===== src/rtl/piso_axi4lite.sv =====
// Parallel-in serial-out transmitter: AXI4-Lite writes fill a FIFO, and each word leaves LSB-first on sout.
// Latency: bit0 appears 2 cycles after the write commits. Backpressure: b/r hold until ready, TXDATA drops when full.
// Optional parity bit after each word is built when PISO_PARITY_EN is defined.
module piso_axi4lite #(
    parameter int AXI4_ADDR_BITS = 32,
    parameter int AXI4_DATA_BITS = 32,
    parameter int AXI4_STRB_BITS = AXI4_DATA_BITS / 8,
    parameter int AXI4_PROT_BITS = 3,
    parameter int AXI4_RESP_BITS = 2,
    parameter int PISO_WIDTH     = 32,
    parameter int PISO_DEPTH     = 16,
    parameter logic [AXI4_ADDR_BITS-1:0] MMIO_BASE_ADDR = 'h1000
) (
    input  logic                      clk,
    input  logic                      rst,
    output logic                      sout,
    output logic                      sout_valid,
    output logic                      s_axi4lite_aw_ready,
    input  logic                      s_axi4lite_aw_valid,
    input  logic [AXI4_ADDR_BITS-1:0] s_axi4lite_aw_addr,
    input  logic [AXI4_PROT_BITS-1:0] s_axi4lite_aw_prot,
    output logic                      s_axi4lite_w_ready,
    input  logic                      s_axi4lite_w_valid,
    input  logic [AXI4_DATA_BITS-1:0] s_axi4lite_w_data,
    input  logic [AXI4_STRB_BITS-1:0] s_axi4lite_w_strb,
    input  logic                      s_axi4lite_b_ready,
    output logic                      s_axi4lite_b_valid,
    output logic [AXI4_RESP_BITS-1:0] s_axi4lite_b_resp,
    output logic                      s_axi4lite_ar_ready,
    input  logic                      s_axi4lite_ar_valid,
    input  logic [AXI4_ADDR_BITS-1:0] s_axi4lite_ar_addr,
    input  logic [AXI4_PROT_BITS-1:0] s_axi4lite_ar_prot,
    input  logic                      s_axi4lite_r_ready,
    output logic                      s_axi4lite_r_valid,
    output logic [AXI4_DATA_BITS-1:0] s_axi4lite_r_data,
    output logic [AXI4_RESP_BITS-1:0] s_axi4lite_r_resp
);

    localparam int IDX_W = $clog2(PISO_DEPTH);
    localparam int PTR_W = IDX_W + 1;
`ifdef PISO_PARITY_EN
    localparam int PAR_BITS = 1;
`else
    localparam int PAR_BITS = 0;
`endif
    localparam logic PAR_FLAG = (PAR_BITS == 1);
    localparam int NBITS = PISO_WIDTH + PAR_BITS;
    localparam int CNT_W = $clog2(NBITS);
    localparam logic [CNT_W-1:0] CNT_LAST = CNT_W'(NBITS - 1);

    localparam logic [1:0] OFF_TXDATA = 2'd0;
    localparam logic [1:0] OFF_STATUS = 2'd1;
    localparam logic [1:0] OFF_CTRL   = 2'd2;
    localparam logic [1:0] OFF_LEVEL  = 2'd3;

    typedef enum logic {S_IDLE, S_SHIFT} state_t;

    // AXI write path
    logic                      aw_cap_q, w_cap_q, b_valid_q;
    logic [AXI4_ADDR_BITS-1:0] aw_addr_q;
    logic [AXI4_DATA_BITS-1:0] w_data_q;
    // AXI read path
    logic                      ar_cap_q, r_valid_q;
    logic [AXI4_ADDR_BITS-1:0] ar_addr_q;
    logic [AXI4_DATA_BITS-1:0] r_data_q, rd_mux_d;
    // control, FIFO, serializer
    logic                      enable_q, overflow_q;
    logic [PTR_W-1:0]          wr_ptr_q, rd_ptr_q, level;
    logic [PISO_WIDTH-1:0]     mem_q [PISO_DEPTH];
    logic [PISO_WIDTH-1:0]     head;
    logic [NBITS-1:0]          head_ext, shreg_q;
    logic [CNT_W-1:0]          cnt_q;
    state_t                    state_q;
    logic                      sout_q, sout_valid_q;

    logic aw_hs, w_hs, ar_hs, wr_commit, aw_hit, ar_hit;
    logic wr_tx, wr_ctrl, soft_rst;
    logic empty, full, busy, fifo_pop, push_ok;

    assign s_axi4lite_aw_ready = !aw_cap_q && !b_valid_q;
    assign s_axi4lite_w_ready  = !w_cap_q && !b_valid_q;
    assign s_axi4lite_ar_ready = !ar_cap_q && !r_valid_q;
    assign s_axi4lite_b_valid  = b_valid_q;
    assign s_axi4lite_b_resp   = '0;
    assign s_axi4lite_r_valid  = r_valid_q;
    assign s_axi4lite_r_data   = r_data_q;
    assign s_axi4lite_r_resp   = '0;
    assign sout                = sout_q;
    assign sout_valid          = sout_valid_q;

    assign aw_hs = s_axi4lite_aw_valid && s_axi4lite_aw_ready;
    assign w_hs  = s_axi4lite_w_valid && s_axi4lite_w_ready;
    assign ar_hs = s_axi4lite_ar_valid && s_axi4lite_ar_ready;

    assign aw_hit    = aw_addr_q[AXI4_ADDR_BITS-1:4] == MMIO_BASE_ADDR[AXI4_ADDR_BITS-1:4];
    assign ar_hit    = ar_addr_q[AXI4_ADDR_BITS-1:4] == MMIO_BASE_ADDR[AXI4_ADDR_BITS-1:4];
    assign wr_commit = aw_cap_q && w_cap_q && !b_valid_q;
    assign wr_tx     = wr_commit && aw_hit && (aw_addr_q[3:2] == OFF_TXDATA);
    assign wr_ctrl   = wr_commit && aw_hit && (aw_addr_q[3:2] == OFF_CTRL);
    assign soft_rst  = wr_ctrl && w_data_q[1];

    assign empty = wr_ptr_q == rd_ptr_q;
    assign full  = (wr_ptr_q[IDX_W] != rd_ptr_q[IDX_W]) &&
                   (wr_ptr_q[IDX_W-1:0] == rd_ptr_q[IDX_W-1:0]);
    assign level = wr_ptr_q - rd_ptr_q;
    assign busy  = state_q != S_IDLE;
    assign head  = mem_q[rd_ptr_q[IDX_W-1:0]];

`ifdef PISO_PARITY_EN
    assign head_ext = {^head, head};
`else
    assign head_ext = head;
`endif

    // A pop at the last bit reloads with no idle gap; it also frees the slot for a same-cycle push when full.
    assign fifo_pop = enable_q && !empty && !soft_rst &&
                      ((state_q == S_IDLE) || (cnt_q == CNT_LAST));
    assign push_ok  = wr_tx && (!full || fifo_pop);

    always_ff @(posedge clk) begin
        if (rst) begin
            aw_cap_q  <= 1'b0;
            w_cap_q   <= 1'b0;
            b_valid_q <= 1'b0;
            aw_addr_q <= '0;
            w_data_q  <= '0;
        end else begin
            if (aw_hs) begin
                aw_cap_q  <= 1'b1;
                aw_addr_q <= s_axi4lite_aw_addr;
            end
            if (w_hs) begin
                w_cap_q  <= 1'b1;
                w_data_q <= s_axi4lite_w_data;
            end
            if (wr_commit) begin
                aw_cap_q  <= 1'b0;
                w_cap_q   <= 1'b0;
                b_valid_q <= 1'b1;
            end else if (b_valid_q && s_axi4lite_b_ready) begin
                b_valid_q <= 1'b0;
            end
        end
    end

    always_comb begin
        rd_mux_d = '0;
        if (ar_hit) begin
            case (ar_addr_q[3:2])
                OFF_STATUS: rd_mux_d[5:0] = {PAR_FLAG, overflow_q, enable_q, busy, full, !empty};
                OFF_LEVEL:  rd_mux_d[PTR_W-1:0] = level;
                default:    rd_mux_d = '0;
            endcase
        end
    end

    always_ff @(posedge clk) begin
        if (rst) begin
            ar_cap_q  <= 1'b0;
            ar_addr_q <= '0;
            r_valid_q <= 1'b0;
            r_data_q  <= '0;
        end else begin
            if (ar_hs) begin
                ar_cap_q  <= 1'b1;
                ar_addr_q <= s_axi4lite_ar_addr;
            end
            if (ar_cap_q) begin
                ar_cap_q  <= 1'b0;
                r_valid_q <= 1'b1;
                r_data_q  <= rd_mux_d;
            end else if (r_valid_q && s_axi4lite_r_ready) begin
                r_valid_q <= 1'b0;
            end
        end
    end

    always_ff @(posedge clk) begin
        if (rst) begin
            enable_q   <= 1'b1;
            overflow_q <= 1'b0;
        end else if (wr_ctrl) begin
            enable_q <= w_data_q[0];
            if (w_data_q[1] || w_data_q[2]) begin
                overflow_q <= 1'b0;
            end
        end else if (wr_tx && full && !fifo_pop) begin
            overflow_q <= 1'b1;
        end
    end

    always_ff @(posedge clk) begin
        if (rst || soft_rst) begin
            wr_ptr_q <= '0;
            rd_ptr_q <= '0;
        end else begin
            if (push_ok) begin
                wr_ptr_q <= wr_ptr_q + PTR_W'(1);
            end
            if (fifo_pop) begin
                rd_ptr_q <= rd_ptr_q + PTR_W'(1);
            end
        end
    end

    always_ff @(posedge clk) begin
        if (push_ok) begin
            mem_q[wr_ptr_q[IDX_W-1:0]] <= w_data_q[PISO_WIDTH-1:0];
        end
    end

    // sout_q already holds the bit on the line; shreg_q holds the bits still to come.
    always_ff @(posedge clk) begin
        if (rst || soft_rst) begin
            state_q      <= S_IDLE;
            cnt_q        <= '0;
            shreg_q      <= '0;
            sout_q       <= 1'b0;
            sout_valid_q <= 1'b0;
        end else if (fifo_pop) begin
            state_q      <= S_SHIFT;
            cnt_q        <= '0;
            shreg_q      <= head_ext >> 1;
            sout_q       <= head_ext[0];
            sout_valid_q <= 1'b1;
        end else if (state_q == S_SHIFT) begin
            if (cnt_q == CNT_LAST) begin
                state_q      <= S_IDLE;
                sout_q       <= 1'b0;
                sout_valid_q <= 1'b0;
            end else begin
                cnt_q   <= cnt_q + CNT_W'(1);
                shreg_q <= shreg_q >> 1;
                sout_q  <= shreg_q[0];
            end
        end
    end

    logic unused_ok;
    assign unused_ok = ^{s_axi4lite_aw_prot, s_axi4lite_ar_prot, s_axi4lite_w_strb,
                         aw_addr_q, ar_addr_q, w_data_q};

endmodule


===== config.mk =====
export PLATFORM = sky130hd
export DESIGN_NAME = piso_axi4lite
export DESIGN_NICKNAME = d
export VERILOG_FILES = /design/src/rtl/piso_axi4lite.sv
export SDC_FILE = /design/constraint.sdc
export NUM_CORES = 1
export LEC_CHECK = 0
export BUFFER_PORTS_ARGS = -buffer_cell sky130_fd_sc_hd__buf_2
export CORE_ASPECT_RATIO = 0.8
export CORE_MARGIN = 2
export CORE_UTILIZATION = 49
export DETAILED_ROUTE_END_ITERATION = 10
export GPL_TIMING_DRIVEN = 0
export PLACE_DENSITY_LB_ADDON = 0.12
export SLEW_MARGIN = 10
export SYNTH_ARGS = -nofsm -noshare
export SYNTH_HDL_FRONTEND = slang
export SYNTH_SLANG_ARGS = --single-unit

===== constraint.sdc =====
create_clock -name clk -period 13.1 [get_ports clk]
set_input_delay 1.965 -clock clk [delete_from_list [all_inputs] [get_ports clk]]
set_output_delay 1.965 -clock clk [all_outputs]
set_load 0.01 [all_outputs]

-- After elaboration in Yosys (flattened, before gate mapping)
Memory sizes are Yosys's and may differ from the RTL's. A register that Yosys moved wholly into a read port is not among the register bits.
Cells that the tools add are included.
- bits in writable memories: 512
- bits in latches: 0
- output and inout port bits: 43
- memories: 1
- logic and storage cells: 109
- input bits: 113
- memory bits (read-only): 0
- register bits after elaboration: 184
- memory list (memory ; depth ; bits a word ; read ports ; clocked after memory_dff ; write ports ; RTL line ; text):
    mem_q ; 16 ; 32 ; 1 ; 1 ; 1 ; 69 ; logic [PISO_WIDTH-1:0] mem_q [PISO_DEPTH];
- magnitude comparators: 0
- muxes and demuxes: 26
- add/sub/neg operators: 4
- reductions and logical operators: 47
- div/mod/pow operators: 0
- shift operators: 0
- bitwise logic cells: 2
- eq/ne operators: 11
- multipliers: 0
- operators by type and width (operator ; number):
    $mux W31 ; 3
    $eq A28 B9 Y1 const B ; 2
    $logic_and A1 B1 Y1 ; 21
    $mux W1 ; 19
    $add A5 B1 Y5 const B ; 3
    $pmux W5 S2 ; 1
    $reduce_bool A2 Y1 ; 5
    $logic_not A1 Y1 ; 9
    $mux W4 ; 2
    $reduce_and A2 Y1 ; 4
    $reduce_or A2 Y1 ; 3
    $eq A5 B5 Y1 ; 1
    $eq A5 B5 Y1 const B ; 1
    $mux W5 ; 1
    $sub A5 B5 Y5 ; 1
    $eq A2 B2 Y1 const B ; 2
    $eq A4 B4 Y1 ; 1
    $logic_or A1 B1 Y1 ; 4
    $eq A2 B1 Y1 const B ; 1
    $logic_not A2 Y1 ; 1
    $ne A2 B1 Y1 const B ; 1
    $ne A2 B2 Y1 const B ; 1
    $not A1 Y1 ; 2
    $ne A1 B1 Y1 ; 1

-- Logic depth before layout (Yosys ltp)
Gate-level depths: netlist of run 1.
- word-level depth: 12
- mapped depth: 10
- gate-level depth less buffers: 10

-- Worst setup path after synthesis of run 1
OpenSTA, ideal clock, no wires.
- path type: register -> register
- start point: register cnt_q[0]
- end point: memory mem_q[3][0], enable pin
- slack: 8.400 ns
- library setup time: 0.461 ns
- path buffers: 1
- clock period less this slack: 4.700 ns
- arrival time: 4.239 ns
- stages on the path, launching flop included: 10
- required time: 12.639 ns
- path through: dfxtp_1 > ha_1 > and3_1 > ha_1 > nand2b_1 > clkbuf_1 > o211a_1 > nor2_1 > or3b_4 > nor3_1
- word-level cells in the longest chain between the ends: 7
- ends and longest elaborated chain (what ; RTL line ; text):
    from (decl) ; 72 ; logic [CNT_W-1:0] cnt_q;
    from (signal assigned) ; 232 ; cnt_q <= cnt_q + CNT_W'(1);
    $eq A5 B5 Y1 ; 117 ; ((state_q == S_IDLE) || (cnt_q == CNT_LAST));
    $logic_or A1 B1 Y1 ; 117 ;
    $logic_and A1 B1 Y1 ; 116 ; assign fifo_pop = enable_q && !empty && !soft_rst &&
    $logic_or A1 B1 Y1 ; 118 ; assign push_ok = wr_tx && (!full || fifo_pop);
    $logic_and A1 B1 Y1 ; 118 ;
    $mux W1 ; 207 ; if (push_ok) begin
    $mux W1 (not written as such) ; 208 ; mem_q[wr_ptr_q[IDX_W-1:0]] <= w_data_q[PISO_WIDTH-1:0];
    to (decl) ; 69 ;
No other way between the ends.

-- Worst setup path after layout of run 1
- start point: register cnt_q[0]
- end point: memory mem_q[0][14], enable pin
The elaborated chain is that of the path after synthesis.

==> impl_results.md, run 1 <==
* Outcome: finished, final reports clean
* Die area at 0.0552 sq mm
* GRT overflow at 0
* Most frequent cells in the layout: 512 x edfxtp_1, 240 x nand2_1, 157 x dfxtp_1, 153 x a21oi_1, 130 x mux2i_1
* Post-synth design cell area at 0.0261 sq mm
* Number of global-route vias before repair at 15500
* Worst Hold Depth at 2
* Die Y at about 210 um
* Final net count at roughly 2100
* Startpoint Class: flip-flop
* Commonest non-fill, non-tap cell in the layout: edfxtp_1
* Largest net degree at the start of global routing at 22
* Die span in x at approximately 260 um
* Syn Area/Cell at 14.9 sq um
* CTS tree: built
* Least-Margin Pin Slew at ~1.2 ns
* Hold WC Path Type: reg2reg
* Total Power at approximately 4.4 mW
* DRC at 0
* GPL Wtd Cong at 0.832
* Rows at 75
* Root buffer cell: clkbuf_16
* Slew headroom at between 10% and 20%
* Final setup violation count at 0
* Initial drt markers at around 1600
* Max IR drop VDD at about 0.10 mV
* Drt pass-1 iters at 5
* Area Overhead vs Synth at 16.3%
* Vias per cell at ~5.8
* Worst EP required at between 10 and 15 ns
* CTS Buf Count at between 60 and 70
* Hold Vio Cnt, Final at 0
* Area share of the largest cell type after synthesis at between 50% and 60%
* Delay-heaviest family, CP: simple AND/OR/NAND/NOR gates
* First-pass GRT wire length at 102000 um
* RSZ-0062 raised after global routing: false
* Sequential area share after synthesis at between 70 and 80%
* CTS Buffer Depth at 3
* Input/output buffers at 110
* Sequential Area at between 0.015 and 0.02 sq mm
* Yosys reg bits at 669
* DRT Wirelength at between 70000 and 80000 um
* R2r startpoint: cnt_q[0]
* Post-DRT Antenna Nets at 0
* Met2 Usage GRT at between 30% and 40%
* M3 GR Usage at 6.76%
* Crit end category: flip-flop
* Fill cells at around 4100
* Post-cts sizing count at 0
* CP max FO at 9
* Pwr/cell area at ~140 mW/mm^2
* Hold EP: shreg_q[15]
* Leakage dissipation at 10.3 nW
* GRT Util Overall at between 20% and 30%
* Via Count at between 15000 and 20000
* Max-cap viol count at 0
* Area leader, netlist: edfxtp_1
* EDFF count, synth at 512
* CP Class: reg2reg
* Cells after Synth at approximately 1800
* Critical path's largest stage delay at between 0.5 and 0.6 ns
* Synth unique cells at just over 50
* Wire per inst at between 20 and 30 um
* Synth top area cells: edfxtp_1 59%, dfxtp_1 12%, mux4_2 5.8%
* Worst r2r path cells at 12
* Core box area at ~0.053 sq mm
* Setup TNS at 0 ns
* Yosys warnings at 0
* Clock-pin transition on the worst setup and hold timing paths at about 0.060 ns
* Buf/Inv on CP at 3
* CP Data Arrival Time at between 4 and 5 ns
* Fmax at about 0.25 GHz
* Worst path slowest cell: nor3_2
* Final Max Tran Viols at 0
* Share of cells above drive strength 1 at about a fifth
* Fin Hold WS at between 0.4 and 0.5 ns
* Top-Level Pins at around 160
* Dpl hpwl at 46900 um
* Critical path, cell by cell: ha_1, and3_1, ha_1, nand2b_1, clkbuf_1, o211a_1, nor2_1, nor3_4, nand2_1, nor3_2, buf_6, buf_6
* Multi-input gate area at 0.00703 sq mm
* Clk_lat worst skew at around 0.60 ns
* # Post-CTS Setup Buffers at 0
* H-tree depth at 3
* Dominant synthesized flop cell: edfxtp_1
* CTS sink cnt at roughly 670
* Reg2reg setup slack at between 9 and 10 ns
* Tcrit/Tclk final at ~31%
* Met1 Track Usage GR at between 30% and 40%
* Initial antenna violation count at 0
* Min Tclk post-route at approximately 4 ns
* Clock skew at roughly 0.014 ns
* GR peak layer: met2
* Hold buffers post-CTS at 0
* HP Start: shreg_q[15]
* Design area at just over 0.03 sq mm
* Area after DPL at roughly 0.028 sq mm
* RR Endpoint: mem_q[0][14]
* Starting Density at around half
* Ys async rst share at 0%
[synth_stat cells, types with 6 or more instances]
| cell | instances |
|---|---|
| edfxtp_1 | 512 |
| nand2_1 | 240 |
| dfxtp_1 | 157 |
| a21oi_1 | 153 |
| mux2i_1 | 130 |
| mux4_2 | 67 |
| clkbuf_1 | 65 |
| a221oi_1 | 61 |
| nor2_1 | 61 |
| buf_4 | 44 |
| o21ai_0 | 40 |
| nand3_1 | 38 |
| buf_2 | 19 |
| a22oi_1 | 17 |
| o31a_1 | 17 |
| inv_1 | 16 |
| nor3_1 | 14 |
| ha_1 | 11 |
| xnor2_1 | 9 |
| buf_1 | 8 |
| nand2b_1 | 8 |
| nor4_1 | 8 |
| nand4_1 | 6 |
| nor2b_1 | 6 |
[flip-flops by register name, summed over array words and instances, names as in the netlist, named ones only]
register,cells
aw_cap_q,1
rd_ptr_q,5
overflow_q,1
enable_q,1
aw_addr_q,30
s_axi4lite_b_valid,1
sout,1
ar_cap_q,1
s_axi4lite_r_valid,1
ar_addr_q,30
wr_ptr_q,5
mem_q,512
w_cap_q,1
s_axi4lite_r_data,5
busy,1
w_data_q,32
sout_valid,1
shreg_q,31
cnt_q,5
[metal layers]
metal / wire length (um) / vias to the layer above / share of wire, %
li1: - / 7123 / -
met1: 30600 / 8101 / 44
met2: 31800 / 585 / 45
met3: 6230 / 101 / 8.9
met4: 1500 / 0 / 2.1
met5: 0 / - / 0
[where the power goes]
group / switching [mW] / internal (mW)
combinational: 0.0879 / 0.0559
sequential: 0.0421 / 2.31
clock: 0.787 / 1.12
total: 0.917 / 3.49
[per-stage QoR]
stage | util, % | worst slack (ns) | cells
6_report | 57.8 | 9.02 | 2744
5_1_grt | 57.8 | 8.76 | 2743
4_1_cts | 57.8 | 9.00 | 2743
3_5_place_dp | 53.7 | 9.04 | 2622
3_3_place_gp | 52.6 | 5.12 | 2591
2_1_floorplan | - | 8.40 | 1788
[worst reg2reg max path, delay by kind of cell, from the launching register on]
kind,cells,cell delay [ns]
AOI/OAI and AO/OA,1,0.48
adders and majority gates,2,0.37
DFF,1,0.38
buffers and inverters,3,0.84
and+or+nand+nor,6,1.68
[cells by family (layout without fill, tap and decap cells)]
family	count (synthesis)	after routing	share of synthesized area [%]
and+or+nand+nor	400	400	6.70
xor gates and xnor gates	14	14	0.469
DFF	669	669	70.9
buffers and inverters	155	417	3.04
muxes	198	198	10.8
other	1	32	0.0144
AOI/OAI and AO/OA	309	309	7.49
adders and majority gates	12	12	0.604
[worst max path at each step]
stage / start / endpoint / slack (ns) / depth (start not counted)
final: cnt_q[0] / mem_q[0][14] / 9.02 / 12
after global placement: cnt_q[0] / mem_q[1][10] / 5.12 / 10
after detailed placement: cnt_q[0] / mem_q[13][12] / 9.04 / 11
after floorplan: cnt_q[0] / mem_q[3][0] / 8.40 / 9
after CTS: cnt_q[0] / mem_q[12][23] / 9.00 / 11
after global routing: cnt_q[0] / mem_q[0][14] / 8.76 / 12
[area by class of cell]
type,count,share of cell area (%)
Antenna cell,1,0.00824
Tap cell,693,2.85
Multi-Input combinational cell,964,23.1
Clock inverter,25,0.848
Buffer,139,2.41
Clock buffer,96,6.32
Inverter,16,0.198
Timing Repair Buffer,141,3.29
Sequential cell,669,60.9
Note: power is estimated with default switching activity, not from simulation.
==> run 2: changes to the inputs <==
- clock period: 13.1 -> 3.4 ns (I/O delays scaled with it)
==> run 2 against run 1 <==
Net effect:
- sequential share of layout area shrank 0.78 points
- clock power grew to 3.8 times the previous value
- global-route usage grew 0.45 points
==> impl_results.md, run 2 (same netlist as run 1, synthesis figures left out) <==
* Fmax at 0.295 GHz (+20%)
* Min Tclk post-route at 3.39 ns (-0.684 ns)
* Number of global-route vias before repair at 15800 (+1.6%)
* GRT overflow at 0 (unchanged)
* Switching power at 3.59 mW (+290%)
* Wire per inst at 26.0 um (+1.5%)
* R2r startpoint: cnt_q[0]
* First-pass GRT wire length at 103000 um (+1.5%)
* RR Endpoint: mem_q[0][7]
* DRT Wirelength at 71900 um (+2.4%)
* Hold Vio Cnt, Final at 0 (unchanged)
* Least-Margin Pin Slew at 1.23 ns (-0.0120 ns)
* Clk_lat worst skew at 0.61 ns (about the same)
* Die area at 0.0552 sq mm (unchanged)
* Setup Slack @ Placement at -0.756 ns (-9.80 ns)
* Area Overhead vs Synth at 17.8%
* Slew headroom at 18.3% (+0.80 points)
* Final Max Tran Viols at 0 (unchanged)
* Fin Hold WS at 0.129 ns (-0.323 ns)
* Clock-pin transition on the worst setup and hold timing paths at 0.06 ns (about the same)
* Comb power frac at 3.3% (about the same)
* Pint at 13.4 mW (+280%)
* Dpl hpwl at 47800 um (+2.1%)
* Critical path's largest stage delay at 0.38 ns (-0.18 ns)
* CTS Buf Count at 67 (unchanged)
* Max IR drop VDD at 0.511 mV (+400%)
* Worst Hold Depth at 3 (+1)
* CP Data Arrival Time at 3.70 ns (-0.68 ns)
* GPL Wtd Cong at 0.855 (+2.7%)
* Most frequent cells in the layout: 512 x edfxtp_1, 240 x nand2_1, 157 x dfxtp_1, 153 x a21oi_1, 130 x mux2i_1
* Vias per cell at 5.85 (+0.85%)
* CTS sink cnt at 669 (unchanged)
* Antenna cells at 0 (-1)
* Hold WC Path Type: in2reg
* Drt pass-1 iters at 7 (+2)
* Sequential Area at 0.0185 sq mm (unchanged)
* Reg2reg setup slack at 0.006 ns (-9.02 ns)
* Clock skew at 0.0205 ns (+0.00689 ns)
* Worst path slowest cell: dfxtp_1
* Final setup violation count at 0 (unchanged)
* Leakage dissipation at 10.4 nW (+1.2%)
* H-tree depth at 3 (unchanged)
* Fill cells at 4045 (-2.2%)
* Startpoint Class: flip-flop
* Start point of the critical path: cnt_q[0]
* Multi-input gate area at 0.00705 sq mm (+0.39%)
* CP Class: reg2reg
* Via Count at 16200 (+1.7%)
* Initial antenna violation count at 2 (+2)
* Hold EP: w_data_q[10]
* Switching portion of total power at 21.2% (+0.36 points)
* Tcrit/Tclk final at 99.8% (+69 points)
* Final WS setup at 0.00566 ns (-9.02 ns)
* Commonest non-fill, non-tap cell in the layout: edfxtp_1
* CP max FO at 11 (+2)
* CTS tree: built
* Final net count at 2146 (+1.1%)
* DRC at 0 (unchanged)
* Fin cells at 2768 (+0.87%)
* GRT Util Overall at 26.3% (+0.45 points)
* Reg power frac at 53.4% (about the same)
* Initial drt markers at 1709 (+4.2%)
* Die Y at 211 um (unchanged)
* Core box area at 0.0526 sq mm (unchanged)
* RSZ-0062 raised after global routing: true
* Crit end category: flip-flop
* Outcome: finished, final reports clean
* Critical path, cell by cell: ha_1, and3_1, ha_1, nand2b_2, o211a_2, nor2_1, nor3_4, nand2_1, nor3_4, buf_8, buf_8
* Worst EP required at 3.70 ns (-9.70 ns)
* Post-DRT Antenna Nets at 0 (unchanged)
* Top-Level Pins at 156 (unchanged)
* Clock share of power at 43.3% (about the same)
* Input/output buffers at 110 (unchanged)
* Root buffer cell: clkbuf_16
* Die span in x at 262 um (unchanged)
* Largest net degree at the start of global routing at 21 (-4.5%)
* Placed cells at 2621 (-0.038%)
* Starting Density at 49.7% (unchanged)
* Rows at 75 (unchanged)
* Share of cells above drive strength 1 at 20.2% (+0.63 points)
* HP Start: s_axi4lite_w_data[10]
* Worst r2r path cells at 11 (-1)
* CTS Buffer Depth at 3 (unchanged)
* Max-cap viol count at 0 (unchanged)
* Largest register FFs at 512 (unchanged)
* Pwr/cell area at 551 mW/mm^2 (+280%)
## run 2: cell types whose count changed in the layout (fill, tap and decap cells not counted), moves of 3 or more
cell | before | now
buf_4 | 45 | 68
buf_6 | 20 | 4
buf_16 | 0 | 13
clkbuf_1 | 80 | 89
buf_8 | 2 | 9
clkbuf_2 | 5 | 0
clkinv_2 | 12 | 7
nor3_2 | 4 | 0
nor3_4 | 1 | 5
buf_12 | 11 | 8
clkbuf_16 | 71 | 68
clkinvlp_4 | 0 | 3
inv_6 | 2 | 5
## run 2: per-stage QoR
step | util (%) | power, mW | cell area [sq um] | TNS, ns
floorplan | - | 9.51 | 26300 | -146.54
global placement | 52.7 | 9.76 | 27700 | -1215.36
detailed placement | 54.1 | 9.78 | 28400 | -139.40
CTS | 58.5 | 17.0 | 30700 | 0
global route | 58.6 | 17.4 | 30800 | -3.27
finish | 58.6 | 17.0 | 30800 | 0
## run 2: worst max-delay path: cells and delay by family (launching register included)
kind            cells  cell delay (ns)
flops               1             0.38
compound gates      1             0.37
simple gates        6             1.53
fa+ha+maj           2             0.37
buf+inv             2             0.43
## run 2: cell type report
cell class / instances / area share, %
plain buffers: 138 / 2.37
clock buffers: 96 / 5.97
multi-input cells: 964 / 22.9
flip-flops and latches: 669 / 60.2
well taps: 693 / 2.82
inverters: 16 / 0.195
repair buffers: 165 / 4.53
clock inverters: 27 / 1.03
## run 2: power by group through the flow
stage,sequential [mW],clock [mW],combinational [mW]
after floorplan,9.16,0,0.354
after global placement,9.21,0,0.546
after detailed placement,9.23,0,0.555
after CTS,9.05,7.44,0.558
after global routing,9.07,7.76,0.614
final,9.06,7.34,0.558
## run 2: timing repair
item | 4_1_cts | 5_1_grt
setup buffers | 17 | 8
hold buffers | 0 | 0
resized for setup | 2 | 0
endpoints found under the setup margin | 469 | 98
pin swaps | 12 | 4
## run 2: how the worst max path moves through the flow
stage	endpoint	slack [ns]	cells past startpoint
finish	mem_q[0][7]	0.006	11
global route	mem_q[0][7]	-0.12	11
CTS	mem_q[7][31]	0.007	9
detailed placement	mem_q[0][10]	-0.76	12
global placement	mem_q[13][8]	-2.85	10
floorplan	mem_q[10][0]	-0.42	10
## run 2: layer usage
| layer | track usage, % | vias to the layer above | share of wire (%) |
|---|---|---|---|
| li1 | - | 7167 | - |
| met3 | 7.09 | 142 | 9.2 |
| met5 | 0 | - | 0.015 |
| met2 | 39.4 | 687 | 45 |
| met1 | 37.7 | 8188 | 43 |
| met4 | 8.20 | 2 | 3.0 |
